File: src/rtl/ibus_ahb_master.sv
// Bridges the CPU instruction bus onto AHB-Lite: one single transfer per ibus
// request, with the CPU stalled until the data phase completes.
module ibus_ahb_master #(
    parameter logic [31:0] ADDR_MASK = 32'h1FFF_FFFF,
    parameter logic [3:0]  HPROT_VAL = 4'b0010
) (
    input  logic        clk,
    input  logic        rst_n,
    input  logic [31:0] ibus_address,
    input  logic        ibus_read,
    input  logic        ibus_write,
    input  logic [3:0]  ibus_byteenable,
    input  logic [31:0] ibus_wrdata,
    output logic [31:0] ibus_rddata,
    output logic        ibus_stall,
    output logic        ibus_error,
    output logic [31:0] AHB_haddr,
    output logic [1:0]  AHB_htrans,
    output logic        AHB_hwrite,
    output logic [2:0]  AHB_hsize,
    output logic [2:0]  AHB_hburst,
    output logic [3:0]  AHB_hprot,
    output logic [31:0] AHB_hwdata,
    input  logic [31:0] AHB_hrdata,
    input  logic        AHB_hready,
    input  logic        AHB_hresp,
    output logic [1:0]  o_dbg_state
);

    localparam logic [1:0] HTRANS_IDLE   = 2'b00;
    localparam logic [1:0] HTRANS_NONSEQ = 2'b10;

    typedef enum logic [1:0] {
        ST_IDLE = 2'd0,
        ST_ADDR = 2'd1,
        ST_DATA = 2'd2,
        ST_DONE = 2'd3
    } state_t;

    state_t      r_state;
    state_t      w_next_state;

    logic [31:0] r_haddr;
    logic [1:0]  r_htrans;
    logic        r_hwrite;
    logic [2:0]  r_hsize;
    logic [31:0] r_hwdata;
    logic [31:0] r_rddata;
    logic        r_error;
    logic        r_dropped;

    logic        w_req;
    logic        w_is_write;
    logic        w_keep;
    logic [2:0]  w_size;
    logic [1:0]  w_lo;
    logic [31:0] w_haddr_next;

    assign w_req      = ibus_read | ibus_write;
    assign w_is_write = ~ibus_read & ibus_write;
    // A request that went away at any point during the beat gets no DONE cycle.
    assign w_keep     = w_req & ~r_dropped;

    // Byte-enable pattern selects transfer size and the low address bits.
    always_comb begin
        w_size = 3'b010;
        w_lo   = 2'b00;
        if (w_is_write) begin
            case (ibus_byteenable)
                4'b0011: begin w_size = 3'b001; w_lo = 2'b00; end
                4'b1100: begin w_size = 3'b001; w_lo = 2'b10; end
                4'b0001: begin w_size = 3'b000; w_lo = 2'b00; end
                4'b0010: begin w_size = 3'b000; w_lo = 2'b01; end
                4'b0100: begin w_size = 3'b000; w_lo = 2'b10; end
                4'b1000: begin w_size = 3'b000; w_lo = 2'b11; end
                default: begin w_size = 3'b010; w_lo = 2'b00; end
            endcase
        end
    end

    assign w_haddr_next = (ibus_address & ADDR_MASK & 32'hFFFF_FFFC) | {30'b0, w_lo};

    always_ff @(posedge clk) begin
        if (!rst_n) begin
            r_state <= ST_IDLE;
        end else begin
            r_state <= w_next_state;
        end
    end

    always_comb begin
        w_next_state = r_state;
        ibus_stall   = w_req;
        case (r_state)
            ST_IDLE: begin
                if (w_req) w_next_state = ST_ADDR;
            end
            ST_ADDR: begin
                if (AHB_hready) w_next_state = ST_DATA;
            end
            ST_DATA: begin
                if (AHB_hready) w_next_state = w_keep ? ST_DONE : ST_IDLE;
            end
            ST_DONE: begin
                ibus_stall   = 1'b0;
                w_next_state = ST_IDLE;
            end
            default: w_next_state = ST_IDLE;
        endcase
    end

    always_ff @(posedge clk) begin
        if (!rst_n) begin
            r_haddr   <= 32'h0;
            r_htrans  <= HTRANS_IDLE;
            r_hwrite  <= 1'b0;
            r_hsize   <= 3'b010;
            r_hwdata  <= 32'h0;
            r_rddata  <= 32'h0;
            r_error   <= 1'b0;
            r_dropped <= 1'b0;
        end else begin
            r_error <= 1'b0;
            case (r_state)
                ST_IDLE: begin
                    r_dropped <= 1'b0;
                    if (w_req) begin
                        r_haddr  <= w_haddr_next;
                        r_htrans <= HTRANS_NONSEQ;
                        r_hwrite <= w_is_write;
                        r_hsize  <= w_size;
                        r_hwdata <= ibus_wrdata;
                    end
                end
                ST_ADDR: begin
                    if (!w_req) r_dropped <= 1'b1;
                    if (AHB_hready) r_htrans <= HTRANS_IDLE;
                end
                ST_DATA: begin
                    if (AHB_hready) begin
                        if (w_keep) begin
                            r_error <= AHB_hresp;
                            // An errored read returns zero rather than bus garbage.
                            if (!r_hwrite) r_rddata <= AHB_hresp ? 32'h0 : AHB_hrdata;
                        end
                    end else if (!w_req) begin
                        r_dropped <= 1'b1;
                    end
                end
                default: begin
                end
            endcase
        end
    end

    assign ibus_rddata = r_rddata;
    assign ibus_error  = r_error;
    assign AHB_haddr   = r_haddr;
    assign AHB_htrans  = r_htrans;
    assign AHB_hwrite  = r_hwrite;
    assign AHB_hsize   = r_hsize;
    assign AHB_hburst  = 3'b000;
    assign AHB_hprot   = HPROT_VAL;
    assign AHB_hwdata  = r_hwdata;
    assign o_dbg_state = r_state;

endmodule

File: config.mk
export PLATFORM = sky130hd
export DESIGN_NAME = ibus_ahb_master
export DESIGN_NICKNAME = d
export VERILOG_FILES = /design/src/rtl/ibus_ahb_master.sv
export SDC_FILE = /design/constraint.sdc
export NUM_CORES = 1
export LEC_CHECK = 0
export CAP_MARGIN = 5
export CORE_UTILIZATION = 42
export DETAILED_ROUTE_END_ITERATION = 10
export GPL_TIMING_DRIVEN = 0
export PLACE_DENSITY = 0.86
export SLEW_MARGIN = 10
export SYNTH_ARGS = -nofsm -noshare
export SYNTH_HDL_FRONTEND = slang
export SYNTH_SLANG_ARGS = --single-unit
File: constraint.sdc
create_clock -name clk -period 4 [get_ports clk]
set_input_delay 0.4 -clock clk [delete_from_list [all_inputs] [get_ports clk]]
set_output_delay 0.4 -clock clk [all_outputs]
set_load 0.005 [all_outputs]
==> results.py, run 1 <==
metrics = {
    "synthesis": {
        "synth.avg_cell_area_sq_um": 8.22,
        "synth_flop_cell": "dfxtp_1",
        "synthesis.area_sq_um": 3940,
        "synthCells": 479,
        "synth-seq-cells": 101,
        "synth_top_area_share": 0.514,
        "async_flop_share": 0,
        "synthTopCellsByArea": "dfxtp_1 51%, nand2_1 15%, a21oi_1 13%",
        "synth_seq_area_share": 0.514,
        "yosysTopAreaCell": "dfxtp_1",
        "synth-edff-count": 0,
        "yosys_warnings": 0,
        "yosysUniqueCellTypes": 32,
    },
    "die": {
        "die_w_um": 98.8,
        "ios": 219,
        "start_util": 0.443,
        "die_area_sq_um": 9760,
        "core_sq_um": 8890,
        "row_count": 34,
        "die_h_um": 98.8,
    },
    "power": {
        "vdd_drop_max_mv": 0.222,
        "power_density_nw_per_um2": 429,
        "p_leak_nw": 2.33,
    },
    "placement": {
        "port_buffers": 201,
        "dp_slack_ns": 1.88,
        "place_congestion": 0.789,
        "place_inst": 798,
        "hpwl_um": 9220,
        "dpl_cell_area_sq_um": 6120,
    },
    "setup_path": {
        "critPathMaxStageDelay_ns": 0.52,
        "cp_max_fo": 4,
        "worst_setup_path_end_kind": "primary output",
        "slowest_stage": "clkdlybuf4s50_1",
        "arrival_ns": 1.62,
        "r2r_setup_slack_ns": 2.28,
        "r2r_start": "o_dbg_state[0]",
        "crit_path_end": "ibus_stall",
        "crit_chain": "clkdlybuf4s50_1 > nor2_1 > nor2_1 > clkdlybuf4s50_1",
        "rr_endpoint": "AHB_hwdata[24]",
        "worst_ep_required_time_ns": 3.60,
        "startpoint": "ibus_write",
        "criticalPathCategory": "in2out",
        "r2r_cells": 8,
        "cp-start-kind": "input port",
    },
    "global_route": {
        "top_usage_layer": "met2",
        "first_global_vias": 3956,
        "met3_usage": 0.0752,
        "met2_usage": 0.444,
        "grt_max_degree": 17,
        "grt_usage": 0.239,
        "grt_overflow": 0,
        "grt_pass1_wl_um": 18500,
        "antenna_found_initial": 0,
        "met1_usage": 0.253,
    },
    "cts": {
        "worstSkewPairLatency_ns": 0.35,
        "cts_resized": 0,
        "cts_buffers": 9,
        "cts_hold_buf": 0,
        "cts_buffer_depth": 2,
        "cts_tree": "yes",
        "clkTransAtPathRegs_ns": 0.08,
        "cts_htree_levels": 3,
        "root_buffer": "clkbuf_8",
        "cts.sinks": 101,
        "cts_setup_buffers": 0,
    },
    "finish": {
        "layout-drive-gt1-share": 0.0737,
        "nets": 813,
        "areaGrowthSynthToFinish_pct": 59.8,
        "antenna_cells": 0,
        "final_util": 0.707,
        "fin_area_sq_um": 6290,
        "layout.cells.non_filler": 814,
    },
    "drt": {
        "drc_errors": 0,
        "wl_per_cell_um": 14.6,
        "dr.pass1.iters": 7,
        "wirelength_um": 11900,
        "vias": 4015,
        "drt_iter0_markers": 77,
        "ant_nets": 0,
        "viasPerCell": 4.93,
    },
    "timing": {
        "setup_slack_ns": 1.98,
        "hold_viol_final": 0,
        "worst_slew_pin_slew_ns": 0.599,
        "setup-tns-final_ns": 0,
        "finalSetupViolCount": 0,
        "fmax_ghz": 0.496,
        "finalCriticalPeriod_ns": 2.02,
        "finClkSkew_ns": 0.0134,
        "min_period_over_period": 0.504,
        "slew_headroom": 0.600,
        "rsz0062_at_grt": "false",
        "drv_slew": 0,
    },
    "outcome": {
        "status": "finished, final reports clean",
    },
    "hold_path": {
        "hold_class": "reg2reg",
    },
    "job": {
        "maxCapViolations": 0,
    },
}
-- per-stage QoR --
stage | power (mW) | hold slack [ns]
6_report | 2.70 | 0.456
3_3_place_gp | 2.11 | 0.437
4_1_cts | 2.71 | 0.459
5_1_grt | 2.85 | 0.472
3_5_place_dp | 2.15 | 0.444
2_1_floorplan | 1.66 | 0.448
-- per-layer routing --
metal | share of wire | vias up
li1 | - | 1985
met1 | 0.39 | 1824
met2 | 0.50 | 180
met3 | 0.089 | 26
met4 | 0.024 | 0
met5 | 0 | -
-- area by class of cell --
cell class | instances | area, sq um
fillers | 701 | 2600
flip-flops and latches | 101 | 2020
repair buffers | 201 | 2010
multi-input cells | 337 | 1650
plain buffers | 47 | 289
well taps | 108 | 135
clock buffers | 11 | 131
clock inverters | 5 | 37.5
inverters | 4 | 15.0
-- power by group --
group	internal [mW]	switching, mW	leakage (nW)	total (mW)
Sequential	1.14	0.0737	0.826	1.21
Clock	0.227	0.347	0.0678	0.573
Combinational	0.483	0.433	1.44	0.916
Total	1.85	0.853	2.33	2.70
-- worst min path at each step --
stage | start | endpoint | slack [ns] | cells after the start
after floorplan | ibus_rddata[11] | ibus_rddata[11] | 0.45 | 2
after global placement | ibus_rddata[5] | ibus_rddata[5] | 0.44 | 2
after detailed placement | ibus_rddata[19] | ibus_rddata[19] | 0.44 | 2
after CTS | AHB_haddr[17] | AHB_haddr[17] | 0.46 | 2
after global routing | ibus_rddata[17] | ibus_rddata[17] | 0.47 | 2
final | AHB_haddr[17] | AHB_haddr[17] | 0.46 | 2
-- flip-flops by register name (all words and copies together), names as in the netlist --
name,count
AHB_htrans,1
AHB_haddr,29
ibus_rddata,32
ibus_error,1
AHB_hwrite,1
AHB_hwdata,32
o_dbg_state,2
r_dropped,1
AHB_hsize,2
-- cells in the mapped netlist, types with 2 or more instances --
cell type,count
nor2b_1,2
nor4_1,2
ha_1,6
nand3b_1,33
conb_1,2
nor2_1,8
buf_6,6
or3_1,2
buf_2,14
clkbuf_1,13
xnor2_1,2
inv_1,3
a211oi_1,3
buf_4,13
nand2_1,155
a21oi_1,99
dfxtp_1,101
-- placed cells by master (no fill, tap or decap) --
cell type        instances
clkdlybuf4s50_1        201
nand2_1                155
dfxtp_1                101
a21oi_1                 99
nand3b_1                33
clkbuf_1                15
buf_2                   14
buf_4                   13
conb_1                  12
clkbuf_8                 9
nor2_1                   8
buf_6                    6
ha_1                     6
clkinvlp_4               5
inv_1                    3
a211oi_1                 3
nor2b_1                  2
nor4_1                   2
xnor2_1                  2
or3_1                    2
or2_1                    1
nand3_1                  1
and3_1                   1
inv_2                    1
clkbuf_2                 1
o2bb2ai_1                1
and2_1                   1
nor3_1                   1
and2_4                   1
nand2_2                  1
a22oi_1                  1
o21ai_0                  1
o211ai_1                 1
and4_1                   1
o22ai_2                  1
-- critical path, delay by kind of cell --
family / cells / cell delay, ns
simple gates: 2 / 0.19
buf+inv: 2 / 1.02
-- logic make-up after synthesis --
logic type / after synthesis / share of synthesized area
compound gates: 107 / 0.142
buf+inv: 51 / 0.0773
simple gates: 210 / 0.241
flops: 101 / 0.514
xor+xnor: 2 / 0.00445
other cells: 2 / 0.00191
fa+ha+maj: 6 / 0.0191
Note: power is estimated with default switching activity, not from simulation.
==> run 2, diff against run 1 <==
--- a/config.mk
+++ b/config.mk
@@ -6,10 +6,10 @@
 export NUM_CORES = 1
 export LEC_CHECK = 0
 export CAP_MARGIN = 5
-export CORE_UTILIZATION = 42
+export CORE_UTILIZATION = 35
 export DETAILED_ROUTE_END_ITERATION = 10
 export GPL_TIMING_DRIVEN = 0
-export PLACE_DENSITY = 0.86
+export PLACE_DENSITY = 0.77
 export SLEW_MARGIN = 10
 export SYNTH_ARGS = -nofsm -noshare
 export SYNTH_HDL_FRONTEND = slang
==> constraint.sdc (replaced) <==
create_clock -name clk -period 1.6 [get_ports clk]
set_input_delay 0.16 -clock clk [delete_from_list [all_inputs] [get_ports clk]]
set_output_delay 0.16 -clock clk [all_outputs]
set_load 0.005 [all_outputs]
==> run 2 against run 1 <==
Critical path depth up 4. Sequential share of layout area down 0.86 points. Clock-buffer cell count up 2. Utilization down 11 points. Design area up 3.1%.
==> results.py, run 2 (synthesis results as in run 1) <==
metrics = {
    "hold_path": {
        "hold_class": "in2reg",
    },
    "timing": {
        "setup-tns-final_ns": 0,
        "finalCriticalPeriod_ns": 1.56,
        "rsz0062_at_grt": "true",
        "finalSetupViolCount": 0,
        "slew_headroom": 0.613,
        "drv_slew": 0,
        "hold_viol_final": 0,
        "finClkSkew_ns": 0.00809,
        "setup_slack_ns": 0.0415,
        "worst_slew_pin_slew_ns": 0.581,
        "fmax_ghz": 0.642,
        "min_period_over_period": 0.974,
        "fin_hold_ws_ns": 0.341,
    },
    "finish": {
        "final_util": 0.596,
        "final_common_cell": "clkdlybuf4s50_1",
        "fin_area_sq_um": 6480,
        "areaGrowthSynthToFinish_pct": 64.8,
        "final_cell_mix": "200 x clkdlybuf4s50_1, 155 x nand2_1, 99 x dfxtp_1",
        "nets": 816,
        "fillers": 943,
        "layout-drive-gt1-share": 0.0973,
        "antenna_cells": 0,
    },
    "cts": {
        "cts_buffer_depth": 2,
        "cts_buffers": 9,
        "cts_htree_levels": 3,
        "worstSkewPairLatency_ns": 0.35,
        "clkTransAtPathRegs_ns": 0.09,
        "cts.sinks": 101,
        "cts_hold_buf": 0,
        "cts_tree": "yes",
        "root_buffer": "clkbuf_8",
    },
    "global_route": {
        "antenna_found_initial": 0,
        "first_global_vias": 3850,
        "grt_overflow": 0,
        "grt_pass1_wl_um": 18500,
        "grt_usage": 0.201,
        "grt_max_degree": 16,
    },
    "die": {
        "die_h_um": 108,
        "die_w_um": 108,
        "core_sq_um": 10900,
        "row_count": 38,
        "start_util": 0.361,
        "ios": 219,
        "die_area_sq_um": 11700,
    },
    "setup_path": {
        "slowest_stage": "dfxtp_4",
        "critPathMaxStageDelay_ns": 0.36,
        "criticalPathCategory": "reg2reg",
        "arrival_ns": 1.85,
        "crit_chain": "inv_4 > ha_2 > nor2b_4 > and3_4 > buf_6 > buf_6 > nand3b_1 > a21oi_2",
        "worst_setup_path_end_kind": "register",
        "worst_ep_required_time_ns": 1.89,
        "cp_max_fo": 10,
        "cp_common_cell": "buf_6",
        "cp_top_family": "simple AND/OR/NAND/NOR gates",
        "path_buf_inv": 3,
        "cp-start-kind": "register",
    },
    "drt": {
        "drt_iter0_markers": 211,
        "ant_nets": 0,
        "wirelength_um": 12100,
        "wl_per_cell_um": 14.2,
        "vias": 3976,
        "dr.pass1.iters": 6,
        "viasPerCell": 4.68,
        "drc_errors": 0,
    },
    "power": {
        "power_frac_comb": 0.339,
        "p_leak_nw": 2.40,
        "p_seq_frac": 0.425,
        "power_density_nw_per_um2": 1100,
        "vdd_drop_max_mv": 0.582,
        "switching_share": 0.298,
        "power_switching_mw": 2.12,
        "p_int_mw": 5.01,
        "power_frac_clock": 0.236,
    },
    "placement": {
        "place_congestion": 0.774,
        "dp_slack_ns": -0.422,
        "dpl_cell_area_sq_um": 6160,
        "port_buffers": 201,
        "hpwl_um": 9090,
    },
    "outcome": {
        "status": "finished, final reports clean",
    },
    "job": {
        "maxCapViolations": 0,
    },
}
[run 2: cell types whose count changed in the layout (fill, tap and decap cells not counted), sizes merged]
cell / delta
clkinvlp: -4
bufinv: +1
clkbuf: +6
clkdlybuf4s50: -1
clkdlybuf4s15: +1
clkinv: +1
buf: -1
[run 2: power groups by stage]
stage	clock network, mW	registers, mW	logic [mW]
global placement	0	3.06	2.23
CTS	1.75	3.04	2.33
global route	1.85	3.07	2.67
detailed placement	0	3.09	2.29
finish	1.68	3.03	2.42
floorplan	0	3.09	1.06
[run 2: worst paths after layout]
path / end / depth (start not counted) / slack, ns / startpoint
worst max-delay path: ibus_rddata[24] / 8 / 0.04 / o_dbg_state[0]
worst min-delay path: AHB_haddr[16] / 3 / 0.34 / ibus_address[16]
worst max register to register: ibus_rddata[24] / 8 / 0.04 / o_dbg_state[0]
worst min register to register: AHB_haddr[28] / 2 / 0.46 / AHB_haddr[28]
[run 2: layout make-up]
type,count,area (sq um),share of cell area
Tap cell,140,175,0.0270
Clock inverter,3,42.5,0.00656
Multi-Input combinational cell,337,1690,0.260
Timing Repair Buffer,204,2030,0.314
Buffer,47,332,0.0511
Sequential cell,101,2030,0.313
Clock buffer,13,169,0.0260
Inverter,4,17.5,0.00270
[run 2: worst reg2reg max path: stages, from the launching register on]
cell	delay, ns
dfxtp_4	0.36
inv_4	0.07
ha_2	0.19
nor2b_4	0.16
and3_4	0.20
buf_6	0.12
buf_6	0.14
nand3b_1	0.11
a21oi_2	0.14
[run 2: what timing repair did]
item / 4_1_cts / 5_1_grt
endpoints found under the hold margin: 0 / 0
gates resized for setup: 20 / 18
setup endpoints to repair: 96 / 68
pin swaps: 2 / 10
setup buffers: 0 / 3
[run 2: routing by layer]
metal	GRT usage	vias up	share of wire
met3	0.0808	10	0.10
met1	0.227	1808	0.40
met2	0.351	159	0.49
li1	-	1999	-
met5	0	-	0
met4	0.0528	0	0.0096
[run 2: through the flow]
step / std cells / total power, mW
finish: 849 / 7.14
global route: 849 / 7.60
CTS: 846 / 7.12
detailed placement: 830 / 5.37
global placement: 830 / 5.30
floorplan: 489 / 4.15
==> run 3, diff against run 2 <==
--- a/config.mk
+++ b/config.mk
@@ -5,10 +5,9 @@
 export SDC_FILE = /design/constraint.sdc
 export NUM_CORES = 1
 export LEC_CHECK = 0
-export CAP_MARGIN = 5
 export CORE_UTILIZATION = 35
 export DETAILED_ROUTE_END_ITERATION = 10
-export GPL_TIMING_DRIVEN = 0
+export GPL_TIMING_DRIVEN = 1
 export PLACE_DENSITY = 0.77
 export SLEW_MARGIN = 10
 export SYNTH_ARGS = -nofsm -noshare
==> run 3 against run 2 <==
Maximum frequency increased by 3.3%. Utilization decreased by 0.69 points. Via count decreased by 3.4%. Critical path depth decreased by 1. Largest cell class unchanged.
==> results.py, run 3 (synthesis results as in run 1) <==
metrics = {
    "power": {
        "vdd_drop_max_mv": 0.582,
        "power_density_nw_per_um2": 1140,
        "p_leak_nw": 2.35,
    },
    "setup_path": {
        "worst_setup_path_end_kind": "register",
        "worst_ep_required_time_ns": 1.89,
        "cp_max_fo": 16,
        "criticalPathCategory": "reg2reg",
        "arrival_ns": 1.80,
        "cp-start-kind": "register",
    },
    "finish": {
        "final_util": 0.589,
        "regArea_sq_um": 2020,
        "final_cell_mix": "200 x clkdlybuf4s50_1, 155 x nand2_1, 100 x dfxtp_1",
        "layout.cells.non_filler": 819,
        "fin_area_sq_um": 6410,
        "layout-drive-gt1-share": 0.0707,
        "areaGrowthSynthToFinish_pct": 62.9,
        "multi_input_area_sq_um": 1670,
        "fillers": 964,
        "antenna_cells": 0,
        "final_common_cell": "clkdlybuf4s50_1",
        "nets": 786,
    },
    "hold_path": {
        "hold_class": "in2reg",
    },
    "die": {
        "ios": 219,
        "start_util": 0.361,
        "core_sq_um": 10900,
        "die_w_um": 108,
        "die_h_um": 108,
        "row_count": 38,
        "die_area_sq_um": 11700,
    },
    "drt": {
        "viasPerCell": 4.69,
        "wirelength_um": 11100,
        "wl_per_cell_um": 13.6,
        "vias": 3841,
        "ant_nets": 0,
        "drt-met1-wl_um": 4420,
        "drt_iter0_markers": 180,
        "routed.top_layer": "met4",
        "wl_met3_um": 1100,
        "dr.pass1.iters": 5,
        "wl_met2_um": 5530,
        "drc_errors": 0,
    },
    "cts": {
        "cts.sinks": 101,
        "clkTransAtPathRegs_ns": 0.10,
        "root_buffer": "clkbuf_8",
        "cts_tree": "yes",
        "worstSkewPairLatency_ns": 0.35,
        "cts_hold_buf": 0,
        "cts_htree_levels": 3,
        "cts_buffer_depth": 2,
        "cts_buffers": 9,
    },
    "timing": {
        "finClkSkew_ns": 0.00662,
        "fin_hold_ws_ns": 0.346,
        "rsz0062_at_grt": "false",
        "fmax_ghz": 0.663,
        "finalSetupViolCount": 0,
        "finalCriticalPeriod_ns": 1.51,
        "min_period_over_period": 0.943,
        "drv_slew": 0,
        "hold_viol_final": 0,
    },
    "global_route": {
        "grt_max_degree": 38,
        "grt_pass1_wl_um": 17100,
        "grt_usage": 0.185,
        "first_global_vias": 3708,
        "grt_overflow": 0,
        "antenna_found_initial": 0,
    },
    "placement": {
        "port_buffers": 201,
        "place_inst": 801,
        "dpl_cell_area_sq_um": 6110,
        "hpwl_um": 8040,
        "place_congestion": 0.756,
    },
    "outcome": {
        "status": "finished, final reports clean",
    },
    "job": {
        "maxCapViolations": 0,
    },
}
==> run 3: changes by cell type in the layout (fill, tap and decap cells not counted), sizes merged <==
cell | before | now
bufinv | 1 | 3
buf | 32 | 19
inv | 4 | 5
clkdlybuf4s15 | 1 | 0
dlygate4sd2 | 0 | 1
clkbuf | 31 | 11
clkinv | 1 | 2
clkinvlp | 1 | 0
==> run 3: final timing paths <==
path         slack (ns)        startpoint  depth (start not counted)              to
max                0.09    o_dbg_state[0]                          7  ibus_rddata[6]
min reg2reg        0.45    ibus_rddata[9]                          2  ibus_rddata[9]
max reg2reg        0.09    o_dbg_state[0]                          7  ibus_rddata[6]
min                0.35  ibus_address[26]                          3   AHB_haddr[26]
==> run 3: timing repair <==
action                                  in CTS  in global routing
pin swaps                                    0                  1
hold endpoints to repair                     0                  0
gates cloned                                 0                  1
resized for setup                            4                  6
buffers inserted                             0                  1
endpoints found under the setup margin       8                 35
==> run 3: routing by layer <==
metal  up-vias  GRT usage
met5         -          0
met4         0     0.0440
met3         7     0.0747
met2       145      0.327
met1      1762      0.205
li1       1927          -
==> run 3: metrics by stage <==
step	TNS (ns)	setup WS (ns)	power, mW
after floorplan	0	0.0653	4.15
after global placement	-0.264	-0.0188	5.34
after detailed placement	-1.66	-0.0680	5.42
after CTS	0	0.0348	7.38
after global routing	0	0.00272	7.79
final	0	0.0913	7.32
==> run 3: layout make-up <==
cell class              count  share of cell area
multi-input cells         337               0.261
clock inverters             6              0.0170
clock buffers              10              0.0215
repair buffers            221               0.355
flip-flops and latches    101               0.316
well taps                 140              0.0273
inverters                   4             0.00234
==> run 3: critical path: stages, from the launching register on <==
cell and delay, ns:
dfxtp_1 0.33, inv_2 0.09, ha_2 0.20, nor2b_4 0.16
and3_4 0.24, clkbuf_16 0.18, nand3b_1 0.08, a21oi_1 0.15
==> run 3: where the power goes <==
group,internal [mW],leakage (nW),switching [mW]
combinational,1.30,1.40,1.07
sequential,2.84,0.826,0.176
clock,1.08,0.127,0.856
total,5.22,2.35,2.11
